$ cat src/rtl/lsu_if.sv
// Request/response and data-memory bundle for the load/store unit.
// The slave modport is the LSU's view; master is the pipeline plus dmem side.
interface lsu_if;
    logic        req_valid;
    logic        req_we;
    logic [2:0]  req_size;
    logic [31:0] req_addr;
    logic [31:0] req_wdata;
    logic        req_ready;
    logic        resp_valid;
    logic [31:0] resp_rdata;
    logic        fault;
    logic        mem_we;
    logic [2:0]  mem_size;
    logic [31:0] mem_addr;
    logic [31:0] mem_wd;
    logic [31:0] mem_rd;

    modport slave (
        input  req_valid, req_we, req_size, req_addr, req_wdata, mem_rd,
        output req_ready, resp_valid, resp_rdata, fault,
        output mem_we, mem_size, mem_addr, mem_wd
    );

    modport master (
        output req_valid, req_we, req_size, req_addr, req_wdata, mem_rd,
        input  req_ready, resp_valid, resp_rdata, fault,
        input  mem_we, mem_size, mem_addr, mem_wd
    );
endinterface

$ cat src/rtl/lsu.sv
// Load/store unit: sub-word loads with extension, read-modify-write sub-word stores.
// Define LSU_MISALIGN_TRAP_EN to fault misaligned H/W accesses instead of aligning them.
module lsu #(
    parameter int DMEM_POWER = 18
) (
    input  logic  clk,
    input  logic  rst,
    lsu_if.slave  bus
);

    typedef enum logic {IDLE, RMW} state_t;

    localparam logic [32:0] ADDR_LIMIT = 33'd1 << (DMEM_POWER + 2);

    state_t      state_reg;
    logic [31:0] rmw_word_reg;
    logic [31:0] rmw_addr_reg;
    logic [15:0] rmw_wdata_reg;
    logic [1:0]  rmw_off_reg;
    logic        rmw_half_reg;
    logic        resp_valid_reg;
    logic        fault_reg;
    logic [31:0] resp_rdata_reg;

    logic        accept;
    logic        size_illegal;
    logic        out_of_range;
    logic        misaligned;
    logic        req_fault;
    logic        subword_store;
    logic [1:0]  offset;
    logic [31:0] shifted;
    logic [31:0] load_data;
    logic [31:0] merged_word;

    always_comb begin
        accept        = bus.req_valid && (state_reg == IDLE);
        size_illegal  = (bus.req_size == 3'b011) || (bus.req_size == 3'b110) ||
                        (bus.req_size == 3'b111) || (bus.req_we && bus.req_size[2]);
        out_of_range  = {1'b0, bus.req_addr} >= ADDR_LIMIT;
`ifdef LSU_MISALIGN_TRAP_EN
        misaligned    = ((bus.req_size[1:0] == 2'b01) && bus.req_addr[0]) ||
                        ((bus.req_size[1:0] == 2'b10) && (bus.req_addr[1:0] != 2'b00));
`else
        misaligned    = 1'b0;
`endif
        req_fault     = size_illegal || out_of_range || misaligned;
        subword_store = bus.req_we && !bus.req_size[1];

        // Offsets snap to natural alignment; with trapping on, the unaligned cases fault anyway.
        case (bus.req_size[1:0])
            2'b00:   offset = bus.req_addr[1:0];
            2'b01:   offset = {bus.req_addr[1], 1'b0};
            default: offset = 2'b00;
        endcase

        shifted = bus.mem_rd >> {offset, 3'b000};
        case (bus.req_size)
            3'b000:  load_data = {{24{shifted[7]}}, shifted[7:0]};
            3'b100:  load_data = {24'd0, shifted[7:0]};
            3'b001:  load_data = {{16{shifted[15]}}, shifted[15:0]};
            3'b101:  load_data = {16'd0, shifted[15:0]};
            default: load_data = bus.mem_rd;
        endcase
    end

    // Byte-lane merge of the latched store data into the word read in the previous cycle.
    generate
        for (genvar gi = 0; gi < 4; gi++) begin : g_lane
            localparam logic [1:0] LANE = 2'(gi);
            logic       lane_sel;
            logic [7:0] lane_data;
            assign lane_sel  = rmw_half_reg ? (rmw_off_reg[1] == LANE[1]) : (rmw_off_reg == LANE);
            assign lane_data = (rmw_half_reg && LANE[0]) ? rmw_wdata_reg[15:8] : rmw_wdata_reg[7:0];
            assign merged_word[gi*8 +: 8] = lane_sel ? lane_data : rmw_word_reg[gi*8 +: 8];
        end
    endgenerate

    always_comb begin
        bus.mem_size = 3'b010;
        if (state_reg == RMW) begin
            bus.mem_addr = rmw_addr_reg;
            bus.mem_wd   = merged_word;
            bus.mem_we   = !rst;
        end else begin
            bus.mem_addr = {bus.req_addr[31:2], 2'b00};
            bus.mem_wd   = bus.req_wdata;
            bus.mem_we   = !rst && accept && !req_fault && bus.req_we && (bus.req_size == 3'b010);
        end
    end

    always_ff @(posedge clk or posedge rst) begin
        if (rst) begin
            state_reg      <= IDLE;
            rmw_word_reg   <= '0;
            rmw_addr_reg   <= '0;
            rmw_wdata_reg  <= '0;
            rmw_off_reg    <= '0;
            rmw_half_reg   <= 1'b0;
            resp_valid_reg <= 1'b0;
            fault_reg      <= 1'b0;
            resp_rdata_reg <= '0;
        end else begin
            resp_valid_reg <= 1'b0;
            fault_reg      <= 1'b0;
            resp_rdata_reg <= '0;
            case (state_reg)
                IDLE: begin
                    if (accept) begin
                        if (req_fault) begin
                            resp_valid_reg <= 1'b1;
                            fault_reg      <= 1'b1;
                        end else if (subword_store) begin
                            rmw_word_reg  <= bus.mem_rd;
                            rmw_addr_reg  <= {bus.req_addr[31:2], 2'b00};
                            rmw_wdata_reg <= bus.req_wdata[15:0];
                            rmw_off_reg   <= offset;
                            rmw_half_reg  <= bus.req_size[0];
                            state_reg     <= RMW;
                        end else begin
                            resp_valid_reg <= 1'b1;
                            if (!bus.req_we) begin
                                resp_rdata_reg <= load_data;
                            end
                        end
                    end
                end
                RMW: begin
                    resp_valid_reg <= 1'b1;
                    state_reg      <= IDLE;
                end
                default: state_reg <= IDLE;
            endcase
        end
    end

    assign bus.req_ready  = (state_reg == IDLE);
    assign bus.resp_valid = resp_valid_reg;
    assign bus.resp_rdata = resp_rdata_reg;
    assign bus.fault      = fault_reg;

endmodule

$ cat src/flat_wrapper.sv
// flat-port wrapper written by rule: the top's interface ports become plain ports
module lsu_flat 
#(
    parameter int DMEM_POWER = 18
)
  (clk, rst, bus_req_valid, bus_req_we, bus_req_size, bus_req_addr, bus_req_wdata, bus_mem_rd, bus_req_ready, bus_resp_valid, bus_resp_rdata, bus_fault, bus_mem_we, bus_mem_size, bus_mem_addr, bus_mem_wd);
  lsu_if bus_i ();
  input  logic clk;
  input  logic rst;
  input wire logic [$bits(bus_i.req_valid)-1:0] bus_req_valid;
  input wire logic [$bits(bus_i.req_we)-1:0] bus_req_we;
  input wire logic [$bits(bus_i.req_size)-1:0] bus_req_size;
  input wire logic [$bits(bus_i.req_addr)-1:0] bus_req_addr;
  input wire logic [$bits(bus_i.req_wdata)-1:0] bus_req_wdata;
  input wire logic [$bits(bus_i.mem_rd)-1:0] bus_mem_rd;
  output wire logic [$bits(bus_i.req_ready)-1:0] bus_req_ready;
  output wire logic [$bits(bus_i.resp_valid)-1:0] bus_resp_valid;
  output wire logic [$bits(bus_i.resp_rdata)-1:0] bus_resp_rdata;
  output wire logic [$bits(bus_i.fault)-1:0] bus_fault;
  output wire logic [$bits(bus_i.mem_we)-1:0] bus_mem_we;
  output wire logic [$bits(bus_i.mem_size)-1:0] bus_mem_size;
  output wire logic [$bits(bus_i.mem_addr)-1:0] bus_mem_addr;
  output wire logic [$bits(bus_i.mem_wd)-1:0] bus_mem_wd;
  assign bus_i.req_valid = bus_req_valid;
  assign bus_i.req_we = bus_req_we;
  assign bus_i.req_size = bus_req_size;
  assign bus_i.req_addr = bus_req_addr;
  assign bus_i.req_wdata = bus_req_wdata;
  assign bus_i.mem_rd = bus_mem_rd;
  assign bus_req_ready = bus_i.req_ready;
  assign bus_resp_valid = bus_i.resp_valid;
  assign bus_resp_rdata = bus_i.resp_rdata;
  assign bus_fault = bus_i.fault;
  assign bus_mem_we = bus_i.mem_we;
  assign bus_mem_size = bus_i.mem_size;
  assign bus_mem_addr = bus_i.mem_addr;
  assign bus_mem_wd = bus_i.mem_wd;
  lsu #(.DMEM_POWER(DMEM_POWER)) u_core (.clk(clk), .rst(rst), .bus(bus_i));
endmodule
$ cat config.mk
export PLATFORM = sky130hd
export DESIGN_NAME = lsu_flat
export DESIGN_NICKNAME = d
export VERILOG_FILES = /design/src/rtl/lsu_if.sv /design/src/rtl/lsu.sv /design/src/flat_wrapper.sv
export SDC_FILE = /design/constraint.sdc
export NUM_CORES = 1
export LEC_CHECK = 0
export BUFFER_PORTS_ARGS = -buffer_cell sky130_fd_sc_hd__buf_2
export CAP_MARGIN = 20
export CORE_ASPECT_RATIO = 0.6
export CORE_MARGIN = 3
export CORE_UTILIZATION = 50
export CTS_CLUSTER_DIAMETER = 120
export DETAILED_ROUTE_END_ITERATION = 6
export MAX_ROUTING_LAYER = met4
export PLACE_DENSITY_LB_ADDON = 0.2
export SYNTH_ARGS = -nofsm -noshare
export SYNTH_HDL_FRONTEND = slang
export SYNTH_SLANG_ARGS = --single-unit
export TNS_END_PERCENT = 50
$ cat constraint.sdc
create_clock -name clk -period 4.55 [get_ports clk]
set_input_delay 0.455 -clock clk [delete_from_list [all_inputs] [get_ports clk]]
set_output_delay 0.455 -clock clk [all_outputs]
set_load 0.01 [all_outputs]
Word-level counts from Yosys, hierarchy flattened
Index checks and enable logic that the tools add are counted.
Storage, ports and cells
  output and inout bits: 103
  register bits: 116
  word-level logic and storage cells: 73
Cells by class
  multiplexer cells: 30
  shift-type cells: 1
  magnitude comparators: 1
  reductions and logical operators: 18
  bitwise operators: 3
  equal/unequal tests: 11
Operators with widths (count)
  32-bit 2-to-1 mux: 7
  32-bit one-hot mux with 4 select lines: 1
  8-bit 2-to-1 mux: 5
  32-bit by 21-bit >= comparator with 1-bit output (second input constant): 1
  32-bit by 5-bit right shift with 16-bit output: 1
  1-bit 2-to-1 mux: 14
  3-bit equality test (second input constant): 4
  1-bit logical AND: 7
  3-bit by 2-bit equality test with 1-bit output (second input constant): 2
  2-bit by 1-bit equality test with 1-bit output (second input constant): 2
  2-bit equality test (second input constant): 2
  2-bit zero test: 2
  1-bit logical OR: 4
  1-bit one-hot mux with 2 select lines: 2
  2-bit one-hot mux with 2 select lines: 1
  4-bit AND reduction: 1
  3-bit by 1-bit equality test with 1-bit output (second input constant): 1
  1-bit zero test: 3
  3-bit zero test: 1
  1-bit NOT: 3

Depth between registers and ports, before layout
Gate-level depths: netlist of the first run.
  depth in word-level cells: 10
  mapped depth: 6
  depth with buffers taken out: 4

Least setup slack after synthesis of the first run
Ideal clock, no wire load.
  path kind: input -> register
  from: in bus_req_addr[29]
  to: reg u_core.rmw_addr_reg[10]
  stages: 5
  path slack: 2366 ps
  path buffers: 1
  arrival time: 2060 ps
  required time: 4425 ps
  path through: nor4_1 > nand3_1 > nor4_4 > buf_6 > mux2_2
Between the ends
  word-level cells in the longest chain between the ends: 4
Ends and longest elaborated chain
  start, declared: line flat_wrapper.sv:13  | input wire logic [$bits(bus_i.req_addr)-1:0] bus_req_addr;
  32-bit by 21-bit >= comparator with 1-bit output: line lsu.sv:40  | out_of_range = {1'b0, bus.req_addr} >= ADDR_LIMIT;
  1-bit logical OR: line lsu.sv:47  | req_fault = size_illegal || out_of_range || misaligned;
  1-bit NOT (no source line)
  4-bit AND reduction (no source line)
  end signal, assigned: line lsu.sv:115  | rmw_addr_reg <= {bus.req_addr[31:2], 2'b00};
  end, declared: line lsu.sv:17  | logic [31:0] rmw_addr_reg;
No other way between the ends.
A chain may end at the register's enable or synchronous reset.

Final worst setup path of the first run
  from: reg u_core.rmw_half_reg
  to: out bus_mem_wd[17]
Between the ends
  word-level cells in the longest chain between the ends: 3
Ends and longest elaborated chain
  start, declared: line lsu.sv:20  | logic rmw_half_reg;
  start signal, assigned: line lsu.sv:118  | rmw_half_reg <= bus.req_size[0];
  1-bit 2-to-1 mux: line lsu.sv:73  | assign lane_sel = rmw_half_reg ? (rmw_off_reg[1] == LANE[1]) : (rmw_off_reg == LANE);
  8-bit 2-to-1 mux: line lsu.sv:75  | assign merged_word[gi*8 +: 8] = lane_sel ? lane_data : rmw_word_reg[gi*8 +: 8];
  32-bit 2-to-1 mux: line lsu.sv:81  | if (state_reg == RMW) begin
  end, declared: line flat_wrapper.sv:23  | output wire logic [$bits(bus_i.mem_wd)-1:0] bus_mem_wd;
No other way between the ends.

==> impl_summary.md, run 1 <==
Timing
Summed over all failing endpoints, the final setup total negative slack is 0 ps. The relative max-transition margin is between 20% and 30%. The clock arrives with ~6.3 ps of skew. Timing would allow up to approximately 0.32 GHz. The smallest clock period supported by the final layout is computed as between 3000 and 4000 ps.

The number of setup violations in the final report is 0. Setup repair after global routing left no endpoint under its margin. At the pin with the least slew margin, the transition time is 1150 ps.

The hold violation count in the final report is 0. The number of max-slew violations in the final report was 0. In the finished design, the share of the clock period the worst path needs comes to 68.5%.

Worst setup path
The worst setup path is captured at an output pin. For the worst setup path, the data arrival time is about 2700 ps. Of all nets on the critical path, the largest fanout is 13. The worst endpoint required time is between 4000 and 5000 ps. The type of the worst setup path is reg -> out. The kind of start point of the critical path is a flop.

Finish
The filler cells instantiated in the layout total 865. The share of cells above drive strength 1 is a little under half. The post-layout net count is 812. 0 antenna diodes ended up in the layout. The end-of-flow core utilization is 68.5%. In the layout the commonest cells are sky130_fd_sc_hd__buf_2 (200), sky130_fd_sc_hd__dfrtp_1 (115), sky130_fd_sc_hd__mux2_2 (94). The area growth from synthesis to layout is 28.0%. The library cell used most frequently in the layout, excluding fill and tap cells, is sky130_fd_sc_hd__buf_2.

Die
The standard cell core area is approximately 11,000 µm². The initial utilization of the core area, before any placement, comes to between 50% and 60%. The floorplan row count is 29.

The die outline area is around 13,000 µm². The number of top-level pins is 206. The die is 90.0 µm tall. In this run the horizontal extent of the chip is between 100 and 150 µm.

Clock network
Gates resized during post-CTS repair numbered 0. The CTS buffer count is 17. The root buffer cell is sky130_fd_sc_hd__clkbuf_16.

Buffers added to address setup during post-CTS repair amount to 0. The total number of H-tree levels is 4. The clock transition time at the flip-flop clock pins of the worst setup and hold paths is around 60 ps. The number of buffers added to fix hold violations after cts is 0. The clock reaches the later pin of the worst-skew pair after about 400 ps. Clock tree synthesis found a total of roughly 120 sinks. No sink is reached through more buffers than the 2 on the longest clock path. TritonCTS built the clock tree.

Global route
For this run the aggregate overflow at the end of global routing stands at 0. The number of global-route vias before repair is between 4,000 and 5,000. Global routing used about 25% of the available tracks. The number of antenna violations at the first check in global routing is 0.

The pin count of the biggest net entering global routing is 96. The first global-routing pass estimated 25,900 µm of wire.

Worst hold path
In this run the worst hold path is classified as in -> async.

Synthesis
The netlist area before placement is slightly below 6000 µm². The number of library cell types mapped by synthesis is 40. In the post-synthesis netlist, the biggest area contributors are sky130_fd_sc_hd__dfrtp_1 (49%), sky130_fd_sc_hd__mux2_2 (18%), sky130_fd_sc_hd__mux2i_1 (5.4%). The synthesized netlist devotes 0% of its cell area to adder and majority cells. For this run, the number of Yosys warnings is 0. The synthesized netlist devotes a little under a tenth of its cell area to compound gates.

Summing the sequential cell areas from Yosys gives between 40% and 50% of the chip area. The number of synthesized register bits is ~120. The area fraction in and, or, nand and nor cells after synthesis is under 10%.

The dominant combinational cell family by area after synthesis is multiplexers. The cell count after synthesis came out at 521. The average instance in the mapped netlist occupies between 10 and 15 µm². In the synthesized netlist, mux cells make up about a quarter of the area. Summed over its instances, the top area cell type makes up a little under 50% of the synthesized netlist area. The most area-hungry cell type in the Yosys netlist is sky130_fd_sc_hd__dfrtp_1.

Of the total synthesized cell area, the portion taken by XOR and XNOR cells is 0%.

Route
The average wire per standard cell is about 18 µm. The number of iterations in the first detailed-routing pass is 4. The number of DRC violations after detailed-routing iteration 0 is between 200 and 300. The DRC violations left is 0. The routed via count divided by cell count is about 5.5. The routed layout has between 4,000 and 5,000 vias. In this run the remaining antenna-violating nets after routing total 0.

The overall routed net length is approximately 16,000 µm.

Power
For this design the static power due to leakage is 3.96 nW. Power spread over the standard cell area amounts to 347 nW/µm². The maximum ir drop on the vdd rail is ~0.23 mV.

Placed design
The routability congestion estimate from global placement is 0.906. The estimated wirelength of the detail-placed design is around 12,000 µm. During placement, the flow inserted port buffers numbering 200.

Outcome
The run finished with clean final reports.

Job
The max-capacitance violation count is 0.
-- worst paths after layout --
| check | from | end | slack [ps] | cells past startpoint |
|---|---|---|---|---|
| hold reg to reg | u_core.rmw_wdata_reg[15]$_DFFE_PP0P_ | u_core.rmw_wdata_reg[15]$_DFFE_PP0P_ | 490 | 1 |
| min in group clk | bus_req_addr[14] | u_core.rmw_addr_reg[14]$_DFFE_PP0P_ | 290 | 2 |
| hold / removal | rst | u_core.rmw_word_reg[31]$_DFFE_PP0P_ | 60 | 2 |
| max in group asynchronous | rst | u_core.rmw_word_reg[18]$_DFFE_PP0P_ | 3370 | 4 |
| setup reg to reg | u_core.state_reg$_DFF_PP0_ | u_core.rmw_wdata_reg[2]$_DFFE_PP0P_ | 1640 | 5 |
| setup / recovery | u_core.rmw_half_reg$_DFFE_PP0P_ | bus_mem_wd[17] | 1440 | 4 |
-- logic make-up (layout without fill, tap and decap cells) --
logic type             Yosys count  after routing
flip-flops                     116            116
AO/OA/AOI/OAI                   84             84
AND/OR/NAND/NOR                112            112
multiplexers                   137            137
other                            2              5
buffers and inverters           70            268
-- cells in the mapped netlist, drive strengths merged --
library cell and count:
nand2 24, nor4 5, mux2i 32, conb 2, or4 2, o21ba 1
inv 32, o32a 1, nor3 20, nor2b 17, a311oi 1, or3b 1
o41ai 1, o22ai 3, nand3 1, nand2b 2, nand4 1, a21oi 20
o211ai 16, o21ai 26, a221o 1, mux4 4, mux2 101, nor2 38
clkbuf 16, a211oi 4, a221oi 7, buf 22, or2 1, a21o 2
dfrtp 116, o21a 1
-- report_power, final --
group | switching [W] | leakage [nW] | internal (W) | total (W)
logic | 0.000129 | 2.06 | 0.0000909 | 0.000220
registers | 0.000000692 | 1.61 | 0.00103 | 0.00103
clock network | 0.000495 | 0.289 | 0.000864 | 0.00136
total | 0.000625 | 3.96 | 0.00199 | 0.00261
-- per-layer routing --
layer | up-vias | global-route usage [%] | share of wire (%)
met5 | - | - | 0
met4 | 0 | 5.16 | 0.78
met3 | 15 | 6.78 | 7.2
met2 | 197 | 38.6 | 47
met1 | 2379 | 34.6 | 45
li1 | 2211 | - | -
-- critical path, stage by stage (launching register included) --
cell and delay, ps:
sky130_fd_sc_hd__dfrtp_1 610, sky130_fd_sc_hd__o21ai_1 1000, sky130_fd_sc_hd__mux2i_1 360, sky130_fd_sc_hd__a21oi_1 100
sky130_fd_sc_hd__buf_2 180
-- area by class of cell --
cell class | instances | area [µm²] | share of cell area (%)
clock buffers | 17 | 425 | 5.65
clock inverters | 15 | 184 | 2.44
inverters | 32 | 123 | 1.63
multi-input cells | 338 | 2650 | 35.2
flip-flops and latches | 116 | 2910 | 38.6
well taps | 155 | 194 | 2.58
repair buffers | 204 | 1050 | 14.0
-- metrics by stage --
step	worst slack, ps	instances	power (W)	area (µm²)	hold slack, ps
after floorplan	1020	524	0.00116	5890	458
after global placement	1620	844	0.00126	6890	476
after global routing	1290	877	0.00271	7530	84.9
final	1440	877	0.00261	7530	60.5
after detailed placement	1570	844	0.00127	6890	481
after CTS	1460	876	0.00263	7500	277
Note: power is estimated with default switching activity, not from simulation.
==> run 2: changes to the inputs <==
- ABC_AREA: unset -> 1
- CORE_UTILIZATION: 50 -> 46
- clock period: 4.55 -> 2.8 ns (I/O delays scaled with it)
==> impl_summary.md, run 2 <==
Timing
Unrepaired setup endpoints after global routing: no (unchanged). The number of max-slew violations in the final report is 0 (unchanged). The hold violation count in the final report is 0 (unchanged). Derived from the worst setup path, the maximum achievable clock frequency is ~0.4 GHz. The clock skew after layout came to 5.67 ps (was 6.29 ps). The worst-margin pin slew is 663 ps (was 1150 ps). The final critical delay including setup and external delays is roughly 2500 ps. The final setup TNS is 0 ps (unchanged). The worst setup margin is 279 ps (was 1440 ps). The final critical-path share of the clock period is between 90% and 100%. The number of setup violations in the final report came to 0 (unchanged).

The relative max-transition margin was 55.8% (was 22.9%).

Route
The number of DRC violations after detailed-routing iteration 0 is 617 (was 267). The number of iterations in the first detailed-routing pass was 5 (was 4). The total number of vias is 6,578 (was 4,802). The routed via count divided by cell count was 5.20 (was 5.48). The overall routed net length came to 20,900 µm (was 16,000 µm). The average wire per standard cell was 16.5 µm (was 18.3 µm).

The number of nets with antenna violations after detailed routing is 0 (unchanged). The DRC violations left was 0 (unchanged).

Synthesis
The number of enable-type register cells in the synthesized netlist was 0 (unchanged). The number of warnings reported in the yosys synthesis log is 0 (unchanged). The mean area per synthesized cell is 7.02 µm² (was 11.3 µm²). The most area-hungry cell type in the Yosys netlist is sky130_fd_sc_hd__dfrtp_1 (unchanged). Ranking of synthesized cells by area: sky130_fd_sc_hd__dfrtp_1 (46%), sky130_fd_sc_hd__nand2_1 (22%), sky130_fd_sc_hd__nand4_1 (7.0%) (was sky130_fd_sc_hd__dfrtp_1 (49%), sky130_fd_sc_hd__mux2_2 (18%), sky130_fd_sc_hd__mux2i_1 (5.4%)). The number of library cell types mapped by synthesis is 23 (was 40). The leading cell type by number of instances after synthesis is sky130_fd_sc_hd__nand2_1 (was sky130_fd_sc_hd__dfrtp_1). The cell count after synthesis was 900 (was 521). The prevailing post-synth register cell is sky130_fd_sc_hd__dfrtp_1 (unchanged). The netlist area before placement is 6320 µm² (was 5880 µm²).

The share of synthesized area occupied by flip-flops and latches was 46.0% (was 49.3%). The share of async-settable or async-resettable flops after synthesis came to 100% (unchanged). The number of synthesized register bits is 116 (unchanged). Commonest cells in the netlist: sky130_fd_sc_hd__nand2_1 (377), sky130_fd_sc_hd__dfrtp_1 (116), sky130_fd_sc_hd__nor2_1 (93) (was sky130_fd_sc_hd__dfrtp_1 (116), sky130_fd_sc_hd__mux2_2 (94), sky130_fd_sc_hd__nor2_1 (38)). The fraction of post-synthesis cell area in the top cell type by area was 46.0% (was 49.3%).

Finish
The most common cell after layout, fill and taps aside was sky130_fd_sc_hd__nand2_1 (was sky130_fd_sc_hd__buf_2). The share of cells above drive strength 1 is 24.3% (was 47.4%). The final design area excluding fillers is 8170 µm² (was 7530 µm²).

The area growth from synthesis to layout is 29.4% (was 28.0%). The post-layout net count is 1,184 (was 812). The fill cell instance count of the final layout is 1,212 (was 865). The final cell count without fillers is 1,266 (was 877). Highest-count cells in the layout ignoring fill and taps: sky130_fd_sc_hd__nand2_1 (377), sky130_fd_sc_hd__buf_2 (200), sky130_fd_sc_hd__dfrtp_1 (115) (was sky130_fd_sc_hd__buf_2 (200), sky130_fd_sc_hd__dfrtp_1 (115), sky130_fd_sc_hd__mux2_2 (94)).

Worst setup path
The largest stage delay on the critical path is 480 ps (was 1000 ps). The capture instance of the worst register-to-register path is u_core.rmw_word_reg[8]$_DFFE_PP0P_ (was u_core.rmw_wdata_reg[2]$_DFFE_PP0P_). The signal arrival time at the worst endpoint is 2240 ps (was 2660 ps).

The capturing element of the worst setup path is bus_mem_we (was bus_mem_wd[17]). Critical-path cell list: inv_2 -> nand2_1 -> inv_2 -> nand2_1 -> o21ai_0 -> buf_2 (was o21ai_1 -> mux2i_1 -> a21oi_1 -> buf_2). The type of destination of the critical path was an output pin (unchanged). The worst reg-to-reg path cell count is 6 (was 5). The kind of start point of the critical path is a flop (unchanged).

The type of the worst setup path is reg -> out (unchanged). The worst reg2reg path startpoint is u_core.state_reg$_DFF_PP0_ (unchanged). The register-to-register setup slack is 650 ps (was 1640 ps).

The worst endpoint required time is 2520 ps (was 4090 ps). The critical path startpoint is u_core.state_reg$_DFF_PP0_ (was u_core.rmw_half_reg$_DFFE_PP0P_). The biggest fanout along the worst timing path is 33 (was 13). The cell with the biggest individual delay on the critical path is sky130_fd_sc_hd__inv_2 (was sky130_fd_sc_hd__o21ai_1).

Clock network
The clock transition time at the flip-flop clock pins of the worst setup and hold paths is 60 ps (about the same). The CTS buffer count came to 17 (unchanged). The clock latency at the later pin of the worst-skew pair is 420 ps (was 410 ps). The number of post-CTS setup repair buffers is 0 (unchanged). The sink count of the clock tree came to 116 (unchanged). The root buffer cell is sky130_fd_sc_hd__clkbuf_16 (unchanged). The total number of H-tree levels is 4 (unchanged).

The clock tree from TritonCTS is built (unchanged). The buffer depth of the longest clock path is 2 (unchanged).

Placed design
The placed cell count is 1,231 (was 844). The area after detailed placement is 7480 µm² (was 6890 µm²). The count of buffers inserted at the top-level ports is 200 (unchanged).

The worst setup timing slack at the placement stage was 602 ps (was 1570 ps). The routability congestion estimate from global placement is 0.923 (was 0.906). The estimated wirelength of the detail-placed design is 15,200 µm (was 11,600 µm).

Global route
The number of global-route vias before repair is 6,008 (was 4,865). The global route total overflow is 0 (unchanged). The number of antenna violations at the first check in global routing was 1 (was 0). The global-route wire length before repair is 32,500 µm (was 25,900 µm). The pin count of the biggest net entering global routing is 89 (was 96). The combined global-route utilization of all metal layers is 28.1% (was 25.3%).

Power
The maximum ir drop on the vdd rail came to 0.374 mV (was 0.234 mV). The power density over cell area was 567 nW/µm² (was 347 nW/µm²). The leakage power of the design is 4.87 nW (was 3.96 nW).

Die
The floorplan row count was 32 (was 29). The number of top-level pins is 206 (unchanged). The die outline area is 15,200 µm² (was 13,100 µm²). The initial core utilization came to 48.1% (was 53.5%). The standard cell core area is 13,100 µm² (was 11,000 µm²). The die boundary height was 96.8 µm (was 90.0 µm).

The die extent in x is 157 µm (was 146 µm).

Job
The max-capacitance violation count was 0 (unchanged).

Outcome
Result of the run: finished, final reports clean (unchanged).

Worst hold path
Along the worst hold path, the cell count comes to 3. The path category of the worst min-delay check is in -> reg (was in -> async).
## run 2: cell count changes in the layout (fill, tap and decap cells not counted), sizes merged, moves of 24 or more
cell   change
nand4     +70
inv       +27
nand2    +354
mux2i     -24
nand3     +37
mux2     -101
nor2      +57
## run 2: layout make-up
class | count | area, µm² | area share [%]
Antenna cell | 2 | 5.00 | 0.0612
Clock buffer | 18 | 429 | 5.25
Clock inverter | 14 | 250 | 3.06
Inverter | 58 | 221 | 2.71
Multi-Input combinational cell | 665 | 2940 | 35.9
Sequential cell | 116 | 2900 | 35.5
Tap cell | 170 | 213 | 2.60
Timing Repair Buffer | 223 | 1210 | 14.8
## run 2: report_power, final
group / leakage (nW) / internal (W) / switching, W
clock: 0.323 / 0.00168 / 0.000842
combinational: 2.93 / 0.000148 / 0.000278
sequential: 1.62 / 0.00168 / 0.000000935
total: 4.87 / 0.00351 / 0.00112
## run 2: metrics by stage
| stage | hold slack (ps) | total power, W | utilization [%] |
|---|---|---|---|
| 5_1_grt | 123 | 0.00477 | 62.2 |
| 3_5_place_dp | 213 | 0.00213 | 57.0 |
| 4_1_cts | 111 | 0.00465 | 62.2 |
| 2_1_floorplan | 432 | 0.00192 | - |
| 6_report | 122 | 0.00463 | 62.2 |
| 3_3_place_gp | 217 | 0.00213 | 57.0 |
## run 2: worst max-delay path, delay by kind of cell, from the launching register on
family,cells,cell delay (ps)
compound gates,1,190
flops,1,410
buf+inv,3,960
simple gates,2,260
## run 2: logic make-up after synthesis
logic type             share of synthesized area, %
AND/OR/NAND/NOR                                38.7
buffers and inverters                          7.84
flip-flops                                     46.0
AO/OA/AOI/OAI                                  6.12
multiplexers                                   1.27
other                                         0.119
## run 2: worst min path at each step
stage	from	endpoint
after floorplan	bus_req_addr[10]	u_core.rmw_addr_reg[10]$_DFFE_PP0P_
after global routing	bus_req_wdata[4]	u_core.rmw_wdata_reg[4]$_DFFE_PP0P_
after CTS	bus_req_addr[7]	u_core.rmw_addr_reg[7]$_DFFE_PP0P_
after global placement	rst	u_core.bus.resp_rdata[22]$_DFF_PP0_
final	bus_req_addr[7]	u_core.rmw_addr_reg[7]$_DFFE_PP0P_
after detailed placement	rst	u_core.bus.resp_rdata[22]$_DFF_PP0_
## run 2: routing by layer
layer	global-route usage, %	up-vias	wire length, µm
li1	-	3255	-
met1	44.2	3007	10200
met2	36.5	291	8590
met3	6.75	25	1910
met4	5.93	0	238
met5	-	-	0
## run 2: what timing repair did
item | CTS | global route
endpoints found under the setup margin | 0 | 0
hold buffers | 1 | 0
hold endpoints to repair | 4 | 0
gates resized for setup | 0 | 0
